==> src/rtl/fifo_rd_packer.sv <==
// Read-side byte packer: pops bytes from the async FIFO and assembles BYTES-wide
// words with a keep mask, presented on a valid/ready handshake with flush support.
module fifo_rd_packer #(
  parameter int BYTES = 4,
  parameter int CNT_W = 16
) (
  input  logic                 clk_read,
  input  logic                 rst,
  input  logic                 empty,
  input  logic [7:0]           fifo_data,
  input  logic                 flush,
  output logic                 read_enable,
  output logic [8*BYTES-1:0]   word_out,
  output logic [BYTES-1:0]     word_keep,
  output logic                 word_valid,
  input  logic                 word_ready,
  output logic [CNT_W-1:0]     words_out
);

  localparam int IDX_W = $clog2(BYTES) + 1;
  localparam logic [IDX_W:0] BYTES_L = (IDX_W+1)'(BYTES);

  typedef enum logic {FILL, OUT} state_t;

  state_t               state_q;
  logic [IDX_W-1:0]     byte_idx_q;
  logic                 rd_pending_q;
  logic                 flush_req_q;
  logic                 flushed_q;
  logic [8*BYTES-1:0]   word_q;
  logic [BYTES-1:0]     keep_q;
  logic [CNT_W-1:0]     words_q;
  logic [IDX_W:0]       fill_d;

  // Bytes captured plus the one in flight must leave room for another pop.
  assign fill_d = {1'b0, byte_idx_q} + {{IDX_W{1'b0}}, rd_pending_q};

  assign read_enable = !rst && (state_q == FILL) && !empty && !flush_req_q &&
                       (fill_d < BYTES_L);

  always_ff @(posedge clk_read) begin
    if (rst) begin
      state_q      <= FILL;
      byte_idx_q   <= '0;
      rd_pending_q <= 1'b0;
      flush_req_q  <= 1'b0;
      flushed_q    <= 1'b0;
      word_q       <= '0;
      keep_q       <= '0;
      words_q      <= '0;
    end else begin
      rd_pending_q <= read_enable && !empty;
      flush_req_q  <= flush_req_q || flush;
      case (state_q)
        FILL: begin
          if (rd_pending_q) begin
            for (int i = 0; i < BYTES; i++) begin
              if (byte_idx_q == IDX_W'(i)) begin
                word_q[i*8 +: 8] <= fifo_data;
                keep_q[i]        <= 1'b1;
              end
            end
            byte_idx_q <= byte_idx_q + IDX_W'(1);
            if (byte_idx_q == IDX_W'(BYTES-1)) begin
              state_q   <= OUT;
              flushed_q <= 1'b0;
            end
          end else if (flush_req_q) begin
            // A flush with nothing held resolves silently; otherwise it emits a partial word.
            if (byte_idx_q != '0) begin
              state_q   <= OUT;
              flushed_q <= 1'b1;
            end else begin
              flush_req_q <= flush;
            end
          end
        end
        OUT: begin
          if (word_ready) begin
            state_q    <= FILL;
            byte_idx_q <= '0;
            word_q     <= '0;
            keep_q     <= '0;
            words_q    <= words_q + CNT_W'(1);
            flushed_q  <= 1'b0;
            if (flushed_q) flush_req_q <= flush;
          end
        end
        default: state_q <= FILL;
      endcase
    end
  end

  assign word_out   = word_q;
  assign word_keep  = keep_q;
  assign word_valid = (state_q == OUT);
  assign words_out  = words_q;

endmodule

==> config.mk <==
export PLATFORM = sky130hd
export DESIGN_NAME = fifo_rd_packer
export DESIGN_NICKNAME = d
export VERILOG_FILES = /design/src/rtl/fifo_rd_packer.sv
export SDC_FILE = /design/constraint.sdc
export NUM_CORES = 1
export LEC_CHECK = 0
export BUFFER_PORTS_ARGS = -buffer_cell sky130_fd_sc_hd__buf_2
export CAP_MARGIN = 20
export CORE_UTILIZATION = 50
export CTS_BUF_LIST = sky130_fd_sc_hd__clkbuf_4 sky130_fd_sc_hd__clkbuf_8 sky130_fd_sc_hd__clkbuf_16
export CTS_CLUSTER_SIZE = 24
export DETAILED_ROUTE_END_ITERATION = 6
export GPL_TIMING_DRIVEN = 0
export PLACE_DENSITY = 0.82
export SETUP_SLACK_MARGIN = 0.05
export SLEW_MARGIN = 0
export SYNTH_ARGS = -nofsm -noshare
export SYNTH_HDL_FRONTEND = slang
export SYNTH_SLANG_ARGS = --single-unit
==> constraint.sdc <==
create_clock -name clk_read -period 2.11 [get_ports clk_read]
set_clock_uncertainty 0.2 [all_clocks]
set_input_delay 0.1055 -clock clk_read [delete_from_list [all_inputs] [get_ports clk_read]]
set_output_delay 0.1055 -clock clk_read [all_outputs]
set_load 0.01 [all_outputs]
==> results of run 1 <==
[routing by layer]
| metal | routed length, µm | vias to the layer above |
|---|---|---|
| met4 | 96 | 0 |
| li1 | - | 987 |
| met1 | 2480 | 957 |
| met5 | 0 | - |
| met3 | 323 | 13 |
| met2 | 2650 | 69 |
[registers in the layout, indices dropped and copies added (netlist names)]
signal        cells
word_keep         4
flush_req_q       1
word_valid        1
flushed_q         1
word_out         32
rd_pending_q      1
words_out        16
byte_idx_q        3
[cells by family (layout without fill, tap and decap cells)]
logic type | count (synthesis) | in the layout
AO/OA/AOI/OAI | 57 | 57
XOR/XNOR | 10 | 10
adder cells (fa/ha/maj) | 6 | 6
buffers and inverters | 13 | 106
flip-flops | 59 | 59
multiplexers | 1 | 1
AND/OR/NAND/NOR | 77 | 77
[repair_timing]
item / 4_1_cts / 5_1_grt
gates resized for setup: 1 / 2
endpoints found under the hold margin: 36 / 0
endpoints found under the setup margin: 1 / 19
hold buffers: 13 / 0
[worst max path at each step]
stage                 start            end  slack, ns  cells past startpoint
3_3_place_gp     word_valid   word_out[10]       0.18                      4
6_report         word_ready   word_out[23]       0.09                      6
2_1_floorplan  words_out[3]  words_out[14]       0.34                      4
4_1_cts          word_valid    flush_req_q       0.08                      6
3_5_place_dp     word_valid   word_out[23]       0.17                      4
5_1_grt          word_ready   word_out[17]       0.01                      6
[power by group]
part,total [mW],internal (mW),switching (mW)
combinational,0.155,0.0655,0.0900
clock,0.948,0.526,0.422
sequential,1.15,1.13,0.0155
[layout by cell type (no fill, tap or decap), types with 3 or more instances in the layout]
cell type                        n
sky130_fd_sc_hd__clkbuf_8       11
sky130_fd_sc_hd__a22o_1         28
sky130_fd_sc_hd__a31oi_1         3
sky130_fd_sc_hd__nand2_1        10
sky130_fd_sc_hd__nor2_1         17
sky130_fd_sc_hd__a21oi_1        13
sky130_fd_sc_hd__a21o_1          4
sky130_fd_sc_hd__buf_2          67
sky130_fd_sc_hd__clkbuf_1        6
sky130_fd_sc_hd__xnor2_1         3
sky130_fd_sc_hd__dlygate4sd3_1  13
sky130_fd_sc_hd__nand2b_1        3
sky130_fd_sc_hd__inv_1           4
sky130_fd_sc_hd__ha_1            6
sky130_fd_sc_hd__nor2b_1         5
sky130_fd_sc_hd__nand4_1         5
sky130_fd_sc_hd__or3_1           4
sky130_fd_sc_hd__dfxtp_1        59
sky130_fd_sc_hd__nor2_2          4
sky130_fd_sc_hd__o21ai_0         5
sky130_fd_sc_hd__nand3_1        14
sky130_fd_sc_hd__xor2_1          7
sky130_fd_sc_hd__clkbuf_4        3
[area by class of cell]
cell class | instances | area (µm²)
plain buffers | 9 | 37.5
flip-flops and latches | 59 | 1180
repair buffers | 77 | 450
clock buffers | 14 | 174
clock inverters | 2 | 10.0
multi-input cells | 151 | 1020
fillers | 313 | 1190
inverters | 4 | 15.0
well taps | 50 | 62.6
[per-stage QoR]
| stage | instance area (µm²) | hold slack, ns | power [mW] |
|---|---|---|---|
| finish | 2950 | 0.0676 | 2.25 |
| floorplan | 2240 | -0.0159 | 1.25 |
| global route | 2950 | 0.0976 | 2.32 |
| detailed placement | 2620 | 0.0924 | 1.30 |
| global placement | 2620 | 0.0857 | 1.30 |
| CTS | 2940 | 0.0700 | 2.26 |
[worst min-delay path, stage by stage]
cell                       delay [ns]
sky130_fd_sc_hd__clkbuf_1        0.20
sky130_fd_sc_hd__nor2_1          0.13
sky130_fd_sc_hd__mux2_2          0.14
[cells in the mapped netlist, drive strengths merged]
cell type and instances:
nand2 10, dfxtp 59, o31ai 1, a22o 28
or4 1, o21ai 5, nand3b 1, ha 6
a22oi 1, inv 4, and2 2, clkbuf 6
nor2 21, and3 1, a21o 4, nand2b 3
nand3 14, xnor2 3, nand4 6, nor2b 5
mux2 1, a21oi 13, or3 5, a31oi 4
a32o 1, buf 3, nor3 2, xor2 7
and4 3, nor4 3
==> flow_results.xml, run 1 <==
<?xml version="1.0" encoding="UTF-8"?>
<metrics>
  <group name="floorplanning">
    <metric name="initial_utilization" unit="%">54.0</metric>
    <metric name="floorplan.io_pins" unit="">67</metric>
    <metric name="core-area" unit="µm²">4140</metric>
    <metric name="die_width" unit="µm">68.9</metric>
    <metric name="chipHeight" unit="µm">68.9</metric>
    <metric name="rows" unit="">23</metric>
    <metric name="dieArea" unit="µm²">4750</metric>
  </group>
  <group name="drt">
    <metric name="drcViolationCount" unit="">0</metric>
    <metric name="drt-total-wl" unit="mm">5.55</metric>
    <metric name="avgRoutedWirePerCell" unit="µm">15.2</metric>
    <metric name="via_count" unit="">2026</metric>
    <metric name="dr.pass1.iters" unit="">4</metric>
    <metric name="dr.first_iter.drc_count" unit="">82</metric>
    <metric name="number_of_vias_per_cell_after_detailed_routing" unit="">5.54</metric>
    <metric name="antenna_violation_net_count_after_detailed_routing" unit="">0</metric>
  </group>
  <group name="synthesis">
    <metric name="netlist.area_leader.share" unit="%">52.8</metric>
    <metric name="post_synth_mux_area_share" unit="%">0.503</metric>
    <metric name="ys_ff_latch" unit="">59</metric>
    <metric name="yosysSeqAreaShare" unit="%">52.8</metric>
    <metric name="synth_area_per_cell" unit="µm²">10.0</metric>
    <metric name="synthCells" unit="">223</metric>
    <metric name="synth_xor_xnor_area_share" unit="%">3.91</metric>
    <metric name="synthSimpleGateAreaFrac" unit="%">18.5</metric>
    <metric name="postSynthNetCount" unit="">242</metric>
    <metric name="main_combinational_cell_family_by_area_after_synthesis" unit="">compound AO/OA/AOI/OAI gates</metric>
    <metric name="synthesis.area" unit="µm²">2240</metric>
    <metric name="synth_cell_types" unit="">34</metric>
    <metric name="synth-adder-area-share" unit="%">3.36</metric>
    <metric name="compound_cell_area_share_of_the_yosys_netlist" unit="%">18.6</metric>
    <metric name="post_synth_main_area_contributors" unit="">sky130_fd_sc_hd__dfxtp_1 53%, sky130_fd_sc_hd__a22o_1 11%, sky130_fd_sc_hd__ha_1 3.4%</metric>
    <metric name="netlist.top_cell.by_area" unit="">sky130_fd_sc_hd__dfxtp_1</metric>
    <metric name="ys.warnings.count" unit="">0</metric>
  </group>
  <group name="power">
    <metric name="cellPowerDensity" unit="nW/µm²">764</metric>
    <metric name="leakage_power_of_the_design" unit="nW">1.35</metric>
    <metric name="max-vdd-ir-drop" unit="mV">0.578</metric>
  </group>
  <group name="sta">
    <metric name="slew_viol_final" unit="">0</metric>
    <metric name="postLayoutSetupSlackWorst" unit="ns">0.0911</metric>
    <metric name="timing.final.setup_violations" unit="">0</metric>
    <metric name="max_freq" unit="MHz">495</metric>
    <metric name="timing.final.hold_violations" unit="">0</metric>
    <metric name="tightest_slew" unit="ns">0.875</metric>
    <metric name="grt_setup_unrepaired" unit="">true</metric>
    <metric name="final.min_clock_period" unit="ns">2.02</metric>
    <metric name="tns" unit="ns">0</metric>
    <metric name="post-route-period-util" unit="%">95.7</metric>
    <metric name="slew_headroom" unit="%">41.4</metric>
  </group>
  <group name="critical_path">
    <metric name="timing.critical_path.from_type" unit="">input port</metric>
    <metric name="crit_family" unit="">compound AO/OA/AOI/OAI gates</metric>
    <metric name="r2r-start" unit="">word_valid</metric>
    <metric name="crit_chain" unit="">dlygate4sd3_1 &gt; buf_2 &gt; nand2_1 &gt; nand2b_1 &gt; a31oi_1 &gt; a22o_1</metric>
    <metric name="worst-path-buf-inv" unit="">2</metric>
    <metric name="worst_path_largest_cell_delay" unit="ns">0.68</metric>
    <metric name="critical_path.max_fanout" unit="">9</metric>
    <metric name="worstReg2RegEnd" unit="">flush_req_q</metric>
    <metric name="max_stage_delay_cell_worst_path" unit="">sky130_fd_sc_hd__a31oi_1</metric>
    <metric name="endpoint_kind" unit="">flip-flop</metric>
    <metric name="worst-r2r-cell-count" unit="">6</metric>
    <metric name="cp.arrival" unit="ns">2.09</metric>
    <metric name="critical_path_class" unit="">in2reg</metric>
    <metric name="required" unit="ns">2.18</metric>
    <metric name="r2r_slack" unit="ns">0.10</metric>
  </group>
  <group name="global_route">
    <metric name="met2_layer_usage_reported_by_global_route" unit="%">40.7</metric>
    <metric name="met1_usage" unit="%">30.9</metric>
    <metric name="grtUsageTotal" unit="%">25.1</metric>
    <metric name="antenna_violations_before_repair" unit="">0</metric>
    <metric name="grtUsageMet3" unit="%">7.89</metric>
    <metric name="first_global_vias" unit="">1829</metric>
    <metric name="gr-max-usage-layer" unit="">met2</metric>
    <metric name="global_route_wire_length_before_repair" unit="mm">8.40</metric>
    <metric name="grt_start_max_net_pins" unit="">11</metric>
    <metric name="global_route.overflow_total" unit="">0</metric>
  </group>
  <group name="worst_hold_path">
    <metric name="whs_endpoint" unit="">words_out[9]</metric>
    <metric name="worstHoldPathCells" unit="">3</metric>
    <metric name="hold_class" unit="">in2reg</metric>
    <metric name="hold_start" unit="">rst</metric>
  </group>
  <group name="layout">
    <metric name="area_growth" unit="%">31.8</metric>
    <metric name="nets" unit="">330</metric>
    <metric name="ant_diodes" unit="">0</metric>
    <metric name="layout-drive-gt1-share" unit="%">29.4</metric>
    <metric name="postLayoutCoreUtil" unit="%">71.2</metric>
    <metric name="cell_count_final_fillers_out" unit="">366</metric>
  </group>
  <group name="place">
    <metric name="place.detailed.instances" unit="">337</metric>
    <metric name="dpl_worst_slack" unit="ns">0.170</metric>
    <metric name="portBuffers" unit="">64</metric>
    <metric name="gp_congestion" unit="">0.807</metric>
    <metric name="dp_hpwl" unit="mm">3.67</metric>
  </group>
  <group name="clock_tree">
    <metric name="postCtsSetupBuffers" unit="">0</metric>
    <metric name="cts-buffers-inserted" unit="">9</metric>
    <metric name="htree_levels" unit="">3</metric>
    <metric name="clk_path_buf_depth" unit="">2</metric>
    <metric name="cts.sink_count" unit="">59</metric>
    <metric name="root_buffer" unit="">sky130_fd_sc_hd__clkbuf_8</metric>
    <metric name="clk_pin_slew" unit="ns">0.07</metric>
    <metric name="insertion_delay" unit="ns">0.33</metric>
    <metric name="tritoncts" unit="">done</metric>
  </group>
  <group name="status">
    <metric name="outcome" unit="">finished, final reports clean</metric>
  </group>
  <group name="flow_run">
    <metric name="max_cap_violations" unit="">0</metric>
  </group>
</metrics>
Note: power is estimated with default switching activity, not from simulation.
==> run 2: changes to the inputs <==
--- a/config.mk
+++ b/config.mk
@@ -7,6 +7,7 @@
 export LEC_CHECK = 0
 export BUFFER_PORTS_ARGS = -buffer_cell sky130_fd_sc_hd__buf_2
 export CAP_MARGIN = 20
+export CORE_ASPECT_RATIO = 0.7
 export CORE_UTILIZATION = 50
 export CTS_BUF_LIST = sky130_fd_sc_hd__clkbuf_4 sky130_fd_sc_hd__clkbuf_8 sky130_fd_sc_hd__clkbuf_16
 export CTS_CLUSTER_SIZE = 24
==> run 2 against run 1 <==
Effect of this change:
- sequential power about the same
- hold slack worse by 0.012 ns
- non-clock buffer count is 1 lower
- count of clock-buffer cells in the layout did not move
- register-to-register slack better by 0.03 ns
- total power is 6.0% higher
- cell count unchanged
- critical path depth unchanged
- wire length shrank 0.13%
- combinational power about the same
- global-route usage is 0.62 points lower
- sequential cell count unchanged
- critical path type unchanged
- critical endpoint is now word_out[9]
- largest power group unchanged
- highest routed layer unchanged
==> flow_results.xml, run 2 (synthesis results as in run 1) <==
<?xml version="1.0" encoding="UTF-8"?>
<metrics>
  <group name="sta">
    <metric name="max_freq" unit="MHz">496</metric>
    <metric name="postLayoutSetupSlackWorst" unit="ns">0.0943</metric>
    <metric name="timing.final.setup_violations" unit="">0</metric>
    <metric name="timing.final.hold_violations" unit="">0</metric>
    <metric name="grt_setup_unrepaired" unit="">true</metric>
    <metric name="tightest_slew" unit="ns">0.901</metric>
    <metric name="timing.hold.ws" unit="ns">0.0560</metric>
    <metric name="slew_headroom" unit="%">39.6</metric>
    <metric name="post-route-period-util" unit="%">95.5</metric>
    <metric name="slew_viol_final" unit="">0</metric>
    <metric name="final.min_clock_period" unit="ns">2.02</metric>
  </group>
  <group name="place">
    <metric name="gp_congestion" unit="">0.779</metric>
    <metric name="dpl_worst_slack" unit="ns">0.164</metric>
    <metric name="portBuffers" unit="">64</metric>
    <metric name="dp_hpwl" unit="mm">3.82</metric>
    <metric name="place.detailed.instances" unit="">339</metric>
  </group>
  <group name="global_route">
    <metric name="grt_start_max_net_pins" unit="">11</metric>
    <metric name="first_global_vias" unit="">1771</metric>
    <metric name="grtUsageTotal" unit="%">24.5</metric>
    <metric name="gr-max-usage-layer" unit="">met2</metric>
    <metric name="global_route.overflow_total" unit="">0</metric>
    <metric name="met1_usage" unit="%">33.9</metric>
    <metric name="met2_layer_usage_reported_by_global_route" unit="%">34.2</metric>
    <metric name="grtUsageMet3" unit="%">8.82</metric>
    <metric name="global_route_wire_length_before_repair" unit="mm">8.45</metric>
    <metric name="antenna_violations_before_repair" unit="">0</metric>
  </group>
  <group name="floorplanning">
    <metric name="core-area" unit="µm²">4090</metric>
    <metric name="floorplan.io_pins" unit="">67</metric>
    <metric name="dieArea" unit="µm²">4750</metric>
    <metric name="rows" unit="">19</metric>
    <metric name="initial_utilization" unit="%">54.7</metric>
    <metric name="chipHeight" unit="µm">58.0</metric>
    <metric name="die_width" unit="µm">82.0</metric>
  </group>
  <group name="clock_tree">
    <metric name="postCtsSetupBuffers" unit="">0</metric>
    <metric name="cts-buffers-inserted" unit="">9</metric>
    <metric name="clk_pin_slew" unit="ns">0.06</metric>
    <metric name="htree_levels" unit="">3</metric>
    <metric name="cts.sink_count" unit="">59</metric>
    <metric name="root_buffer" unit="">sky130_fd_sc_hd__clkbuf_8</metric>
    <metric name="tritoncts" unit="">done</metric>
    <metric name="insertion_delay" unit="ns">0.33</metric>
    <metric name="clk_path_buf_depth" unit="">2</metric>
  </group>
  <group name="drt">
    <metric name="dr.first_iter.drc_count" unit="">101</metric>
    <metric name="number_of_vias_per_cell_after_detailed_routing" unit="">5.70</metric>
    <metric name="drt-total-wl" unit="mm">5.54</metric>
    <metric name="dr.pass1.iters" unit="">4</metric>
    <metric name="antenna_violation_net_count_after_detailed_routing" unit="">0</metric>
    <metric name="avgRoutedWirePerCell" unit="µm">15.1</metric>
    <metric name="drcViolationCount" unit="">0</metric>
    <metric name="via_count" unit="">2087</metric>
  </group>
  <group name="layout">
    <metric name="cell_count_final_fillers_out" unit="">366</metric>
    <metric name="flip_flop_count_of_the_largest_register_all_copies_and_words_added" unit="">32</metric>
    <metric name="layout-drive-gt1-share" unit="%">28.7</metric>
    <metric name="final_cell_mix" unit="">67 x sky130_fd_sc_hd__buf_2, 59 x sky130_fd_sc_hd__dfxtp_1, 28 x sky130_fd_sc_hd__a22o_1</metric>
    <metric name="layout_commonest_cell" unit="">sky130_fd_sc_hd__buf_2</metric>
    <metric name="area_growth" unit="%">32.6</metric>
    <metric name="nets" unit="">329</metric>
    <metric name="postLayoutCoreUtil" unit="%">72.5</metric>
    <metric name="ant_diodes" unit="">0</metric>
  </group>
  <group name="worst_hold_path">
    <metric name="hold_class" unit="">in2reg</metric>
    <metric name="hold_start" unit="">rst</metric>
    <metric name="whs_endpoint" unit="">byte_idx_q[0]</metric>
    <metric name="worstHoldPathCells" unit="">2</metric>
  </group>
  <group name="critical_path">
    <metric name="setup.worst_path.start" unit="">word_ready</metric>
    <metric name="r2r-start" unit="">word_valid</metric>
    <metric name="endpoint_kind" unit="">flip-flop</metric>
    <metric name="required" unit="ns">2.18</metric>
    <metric name="critical_path_class" unit="">in2reg</metric>
    <metric name="worst-r2r-cell-count" unit="">4</metric>
    <metric name="cp.arrival" unit="ns">2.09</metric>
    <metric name="r2r_slack" unit="ns">0.13</metric>
    <metric name="worstReg2RegEnd" unit="">word_out[9]</metric>
    <metric name="timing.critical_path.from_type" unit="">input port</metric>
    <metric name="critical_path.max_fanout" unit="">9</metric>
  </group>
  <group name="power">
    <metric name="max-vdd-ir-drop" unit="mV">0.822</metric>
    <metric name="cellPowerDensity" unit="nW/µm²">805</metric>
    <metric name="leakage_power_of_the_design" unit="nW">1.36</metric>
  </group>
  <group name="status">
    <metric name="outcome" unit="">finished, final reports clean</metric>
  </group>
  <group name="flow_run">
    <metric name="max_cap_violations" unit="">0</metric>
  </group>
</metrics>
-- run 2: cell types whose count changed in the layout (fill, tap and decap cells not counted) --
cell | previous run | this run
sky130_fd_sc_hd__a31oi_2 | 1 | 0
sky130_fd_sc_hd__clkinv_2 | 2 | 0
sky130_fd_sc_hd__nor2_1 | 17 | 18
sky130_fd_sc_hd__dlygate4sd3_1 | 13 | 12
sky130_fd_sc_hd__a31oi_1 | 3 | 4
sky130_fd_sc_hd__bufinv_16 | 0 | 1
sky130_fd_sc_hd__clkbuf_8 | 11 | 13
sky130_fd_sc_hd__nor2_2 | 4 | 3
sky130_fd_sc_hd__clkbuf_4 | 3 | 1
-- run 2: per-layer routing --
metal	vias to the layer above	wire, µm
li1	992	-
met1	986	2600
met2	94	2380
met3	15	459
met4	0	99
met5	-	0
-- run 2: timing repair --
item / CTS / global route
endpoints found under the setup margin: 0 / 17
gates resized for setup: 0 / 1
hold buffers: 12 / 0
endpoints found under the hold margin: 36 / 0
-- run 2: worst max path at each step --
stage / end / slack (ns) / cells after the start
after detailed placement: word_out[16] / 0.16 / 4
final: word_out[9] / 0.09 / 6
after floorplan: words_out[14] / 0.34 / 4
after global routing: word_out[19] / -0.03 / 6
after CTS: word_out[18] / 0.10 / 6
after global placement: word_out[18] / 0.18 / 4
-- run 2: critical path: stages --
cell                            delay (ns)
sky130_fd_sc_hd__dlygate4sd3_1        0.53
sky130_fd_sc_hd__buf_2                0.17
sky130_fd_sc_hd__nand2_1              0.20
sky130_fd_sc_hd__nand2b_1             0.15
sky130_fd_sc_hd__a31oi_1              0.69
sky130_fd_sc_hd__a22o_1               0.23
-- run 2: through the flow --
step	power [mW]	setup TNS [ns]	area [µm²]
after floorplan	1.25	0	2240
after global placement	1.30	0	2620
after detailed placement	1.30	0	2620
after CTS	2.40	0	2960
after global routing	2.46	-0.197	2970
final	2.39	0	2970
-- run 2: report_power, final --
part	internal (mW)	switching [mW]	total (mW)
clock	0.681	0.406	1.09
combinational	0.0631	0.0893	0.152
sequential	1.13	0.0148	1.15
total	1.88	0.510	2.39
-- run 2: area by class of cell --
class / count / area [µm²]
plain buffers: 9 / 37.5
clock buffers: 14 / 186
clock inverters: 1 / 30.0
fillers: 332 / 1120
inverters: 4 / 15.0
multi-input cells: 151 / 1010
flip-flops and latches: 59 / 1180
well taps: 52 / 65.1
repair buffers: 76 / 440
==> run 3: changes to the inputs <==
--- a/config.mk
+++ b/config.mk
@@ -8,12 +8,12 @@
 export BUFFER_PORTS_ARGS = -buffer_cell sky130_fd_sc_hd__buf_2
 export CAP_MARGIN = 20
 export CORE_ASPECT_RATIO = 0.7
-export CORE_UTILIZATION = 50
+export CORE_UTILIZATION = 30
 export CTS_BUF_LIST = sky130_fd_sc_hd__clkbuf_4 sky130_fd_sc_hd__clkbuf_8 sky130_fd_sc_hd__clkbuf_16
 export CTS_CLUSTER_SIZE = 24
 export DETAILED_ROUTE_END_ITERATION = 6
 export GPL_TIMING_DRIVEN = 0
-export PLACE_DENSITY = 0.82
+export PLACE_DENSITY = 0.55
 export SETUP_SLACK_MARGIN = 0.05
 export SLEW_MARGIN = 0
 export SYNTH_ARGS = -nofsm -noshare
==> run 3 against run 2 <==
Effect of this change:
- count of clock-buffer cells in the layout down 3
- combinational power hardly changed
- non-clock buffer count is 1 higher
- largest power group is now clock
- global-route usage down 8.7 points
- design area increased by 3.9%
- hold slack gained 0.0068 ns
- highest routed layer unchanged
- sequential power about the same
- die area rose by 64%
- fmax fell by 1.0%
- critical path type unchanged
- register-to-register slack is essentially flat
- sequential cell count unchanged
==> flow_results.xml, run 3 (synthesis results as in run 1) <==
<?xml version="1.0" encoding="UTF-8"?>
<metrics>
  <group name="status">
    <metric name="outcome" unit="">finished, final reports clean</metric>
  </group>
  <group name="sta">
    <metric name="max_freq" unit="MHz">491</metric>
    <metric name="tightest_slew" unit="ns">0.907</metric>
    <metric name="slew_headroom" unit="%">39.2</metric>
    <metric name="slew_viol_final" unit="">0</metric>
    <metric name="timing.hold.ws" unit="ns">0.0628</metric>
    <metric name="final.min_clock_period" unit="ns">2.04</metric>
    <metric name="grt_setup_unrepaired" unit="">true</metric>
    <metric name="timing.final.hold_violations" unit="">0</metric>
    <metric name="timing.final.setup_violations" unit="">0</metric>
    <metric name="post-route-period-util" unit="%">96.5</metric>
  </group>
  <group name="global_route">
    <metric name="global_route.overflow_total" unit="">0</metric>
    <metric name="antenna_violations_before_repair" unit="">0</metric>
    <metric name="met2_layer_usage_reported_by_global_route" unit="%">22.7</metric>
    <metric name="grt_start_max_net_pins" unit="">11</metric>
    <metric name="global_route_wire_length_before_repair" unit="mm">9.41</metric>
    <metric name="grtUsageMet3" unit="%">5.96</metric>
    <metric name="first_global_vias" unit="">1892</metric>
    <metric name="met1_usage" unit="%">21.3</metric>
    <metric name="grtUsageTotal" unit="%">15.7</metric>
    <metric name="gr-max-usage-layer" unit="">met2</metric>
  </group>
  <group name="clock_tree">
    <metric name="cts.sink_count" unit="">59</metric>
    <metric name="htree_levels" unit="">3</metric>
    <metric name="root_buffer" unit="">sky130_fd_sc_hd__clkbuf_8</metric>
    <metric name="clk_path_buf_depth" unit="">2</metric>
    <metric name="cts-buffers-inserted" unit="">9</metric>
    <metric name="tritoncts" unit="">done</metric>
    <metric name="clk_pin_slew" unit="ns">0.07</metric>
    <metric name="insertion_delay" unit="ns">0.33</metric>
    <metric name="postCtsSetupBuffers" unit="">0</metric>
  </group>
  <group name="floorplanning">
    <metric name="rows" unit="">25</metric>
    <metric name="dieArea" unit="µm²">7810</metric>
    <metric name="initial_utilization" unit="%">32.1</metric>
    <metric name="floorplan.io_pins" unit="">67</metric>
    <metric name="core-area" unit="µm²">6980</metric>
    <metric name="die_width" unit="µm">105</metric>
    <metric name="chipHeight" unit="µm">74.3</metric>
  </group>
  <group name="critical_path">
    <metric name="critical_path_class" unit="">in2reg</metric>
    <metric name="r2r-start" unit="">word_valid</metric>
    <metric name="cp.arrival" unit="ns">2.11</metric>
    <metric name="worst-r2r-cell-count" unit="">4</metric>
    <metric name="worstReg2RegEnd" unit="">word_out[22]</metric>
    <metric name="required" unit="ns">2.19</metric>
    <metric name="timing.critical_path.from_type" unit="">input port</metric>
    <metric name="endpoint_kind" unit="">flip-flop</metric>
    <metric name="r2r_slack" unit="ns">0.14</metric>
    <metric name="critical_path.max_fanout" unit="">9</metric>
  </group>
  <group name="worst_hold_path">
    <metric name="hold_start" unit="">rst</metric>
    <metric name="whs_endpoint" unit="">byte_idx_q[0]</metric>
    <metric name="hold_class" unit="">in2reg</metric>
    <metric name="worstHoldPathCells" unit="">2</metric>
  </group>
  <group name="drt">
    <metric name="drcViolationCount" unit="">0</metric>
    <metric name="antenna_violation_net_count_after_detailed_routing" unit="">0</metric>
    <metric name="dr.pass1.iters" unit="">4</metric>
    <metric name="avgRoutedWirePerCell" unit="µm">14.3</metric>
    <metric name="drt-total-wl" unit="mm">5.85</metric>
    <metric name="dr.first_iter.drc_count" unit="">63</metric>
    <metric name="via_count" unit="">1978</metric>
    <metric name="number_of_vias_per_cell_after_detailed_routing" unit="">4.82</metric>
  </group>
  <group name="power">
    <metric name="max-vdd-ir-drop" unit="mV">0.438</metric>
    <metric name="cellPowerDensity" unit="nW/µm²">868</metric>
    <metric name="leakage_power_of_the_design" unit="nW">1.39</metric>
    <metric name="power.total" unit="mW">2.67</metric>
  </group>
  <group name="layout">
    <metric name="layout-drive-gt1-share" unit="%">29.7</metric>
    <metric name="postLayoutCoreUtil" unit="%">44.2</metric>
    <metric name="final_cell_mix" unit="">67 x sky130_fd_sc_hd__buf_2, 58 x sky130_fd_sc_hd__dfxtp_1, 28 x sky130_fd_sc_hd__a22o_1</metric>
    <metric name="area_growth" unit="%">37.8</metric>
    <metric name="nets" unit="">330</metric>
    <metric name="ant_diodes" unit="">0</metric>
    <metric name="layout_commonest_cell" unit="">sky130_fd_sc_hd__buf_2</metric>
    <metric name="flip_flop_count_of_the_largest_register_all_copies_and_words_added" unit="">32</metric>
    <metric name="fillers" unit="">671</metric>
  </group>
  <group name="flow_run">
    <metric name="max_cap_violations" unit="">0</metric>
  </group>
  <group name="place">
    <metric name="dp_hpwl" unit="mm">4.06</metric>
    <metric name="portBuffers" unit="">64</metric>
    <metric name="gp_congestion" unit="">0.747</metric>
  </group>
</metrics>
==> run 3: cell count changes in the layout (fill, tap and decap cells not counted), moves of 2 or more <==
cell                        change
sky130_fd_sc_hd__bufinv_16      +3
sky130_fd_sc_hd__clkbuf_8       -4
sky130_fd_sc_hd__nor2_1         -2
sky130_fd_sc_hd__nor2_2         +2
==> run 3: what timing repair did <==
action	CTS	global route
hold endpoints to repair	36	0
setup endpoints to repair	0	32
hold buffers	13	0
resized for setup	0	4
==> run 3: power by group <==
part / switching (mW) / leakage [nW] / internal [mW] / total, mW
Clock: 0.442 / 0.134 / 0.929 / 1.37
Sequential: 0.0138 / 0.477 / 1.13 / 1.15
Combinational: 0.0902 / 0.773 / 0.0650 / 0.155
==> run 3: cell type report <==
class | instances | area, µm² | area share, %
well taps | 94 | 118 | 3.82
clock inverters | 5 | 125 | 4.06
inverters | 4 | 15.0 | 0.487
clock buffers | 11 | 139 | 4.51
repair buffers | 77 | 450 | 14.6
multi-input cells | 151 | 1010 | 32.9
flip-flops and latches | 59 | 1180 | 38.4
plain buffers | 9 | 37.5 | 1.22
==> run 3: worst max path at each step <==
stage                  from       endpoint  depth (start not counted)
2_1_floorplan  words_out[3]  words_out[14]                          4
3_3_place_gp     word_valid   word_out[16]                          4
3_5_place_dp     word_valid   word_out[16]                          4
4_1_cts          word_ready   word_out[22]                          6
5_1_grt          word_ready   word_out[16]                          6
6_report         word_ready   word_out[22]                          6
==> run 3: worst max-delay path, cell delays in order <==
cell                            delay (ns)
sky130_fd_sc_hd__dlygate4sd3_1        0.54
sky130_fd_sc_hd__buf_2                0.17
sky130_fd_sc_hd__nand2_1              0.22
sky130_fd_sc_hd__nand2b_1             0.14
sky130_fd_sc_hd__a31oi_1              0.69
sky130_fd_sc_hd__a22o_1               0.24
==> run 3: metrics by stage <==
| stage | instances | cell area, µm² | setup TNS [ns] | worst slack (ns) |
|---|---|---|---|---|
| 2_1_floorplan | 223 | 2240 | 0 | 0.339 |
| 5_1_grt | 410 | 3080 | -0.801 | -0.0782 |
| 3_3_place_gp | 381 | 2680 | 0 | 0.0670 |
| 6_report | 410 | 3080 | 0 | 0.0734 |
| 4_1_cts | 410 | 3070 | 0 | 0.0603 |
| 3_5_place_dp | 381 | 2680 | 0 | 0.0997 |
==> run 3: layer usage <==
metal	share of wire, %	routed length [µm]	vias to the layer above
li1	-	-	990
met1	50	2950	941
met2	43	2540	45
met3	5.5	320	2
met4	0.68	40	0
met5	0	0	-
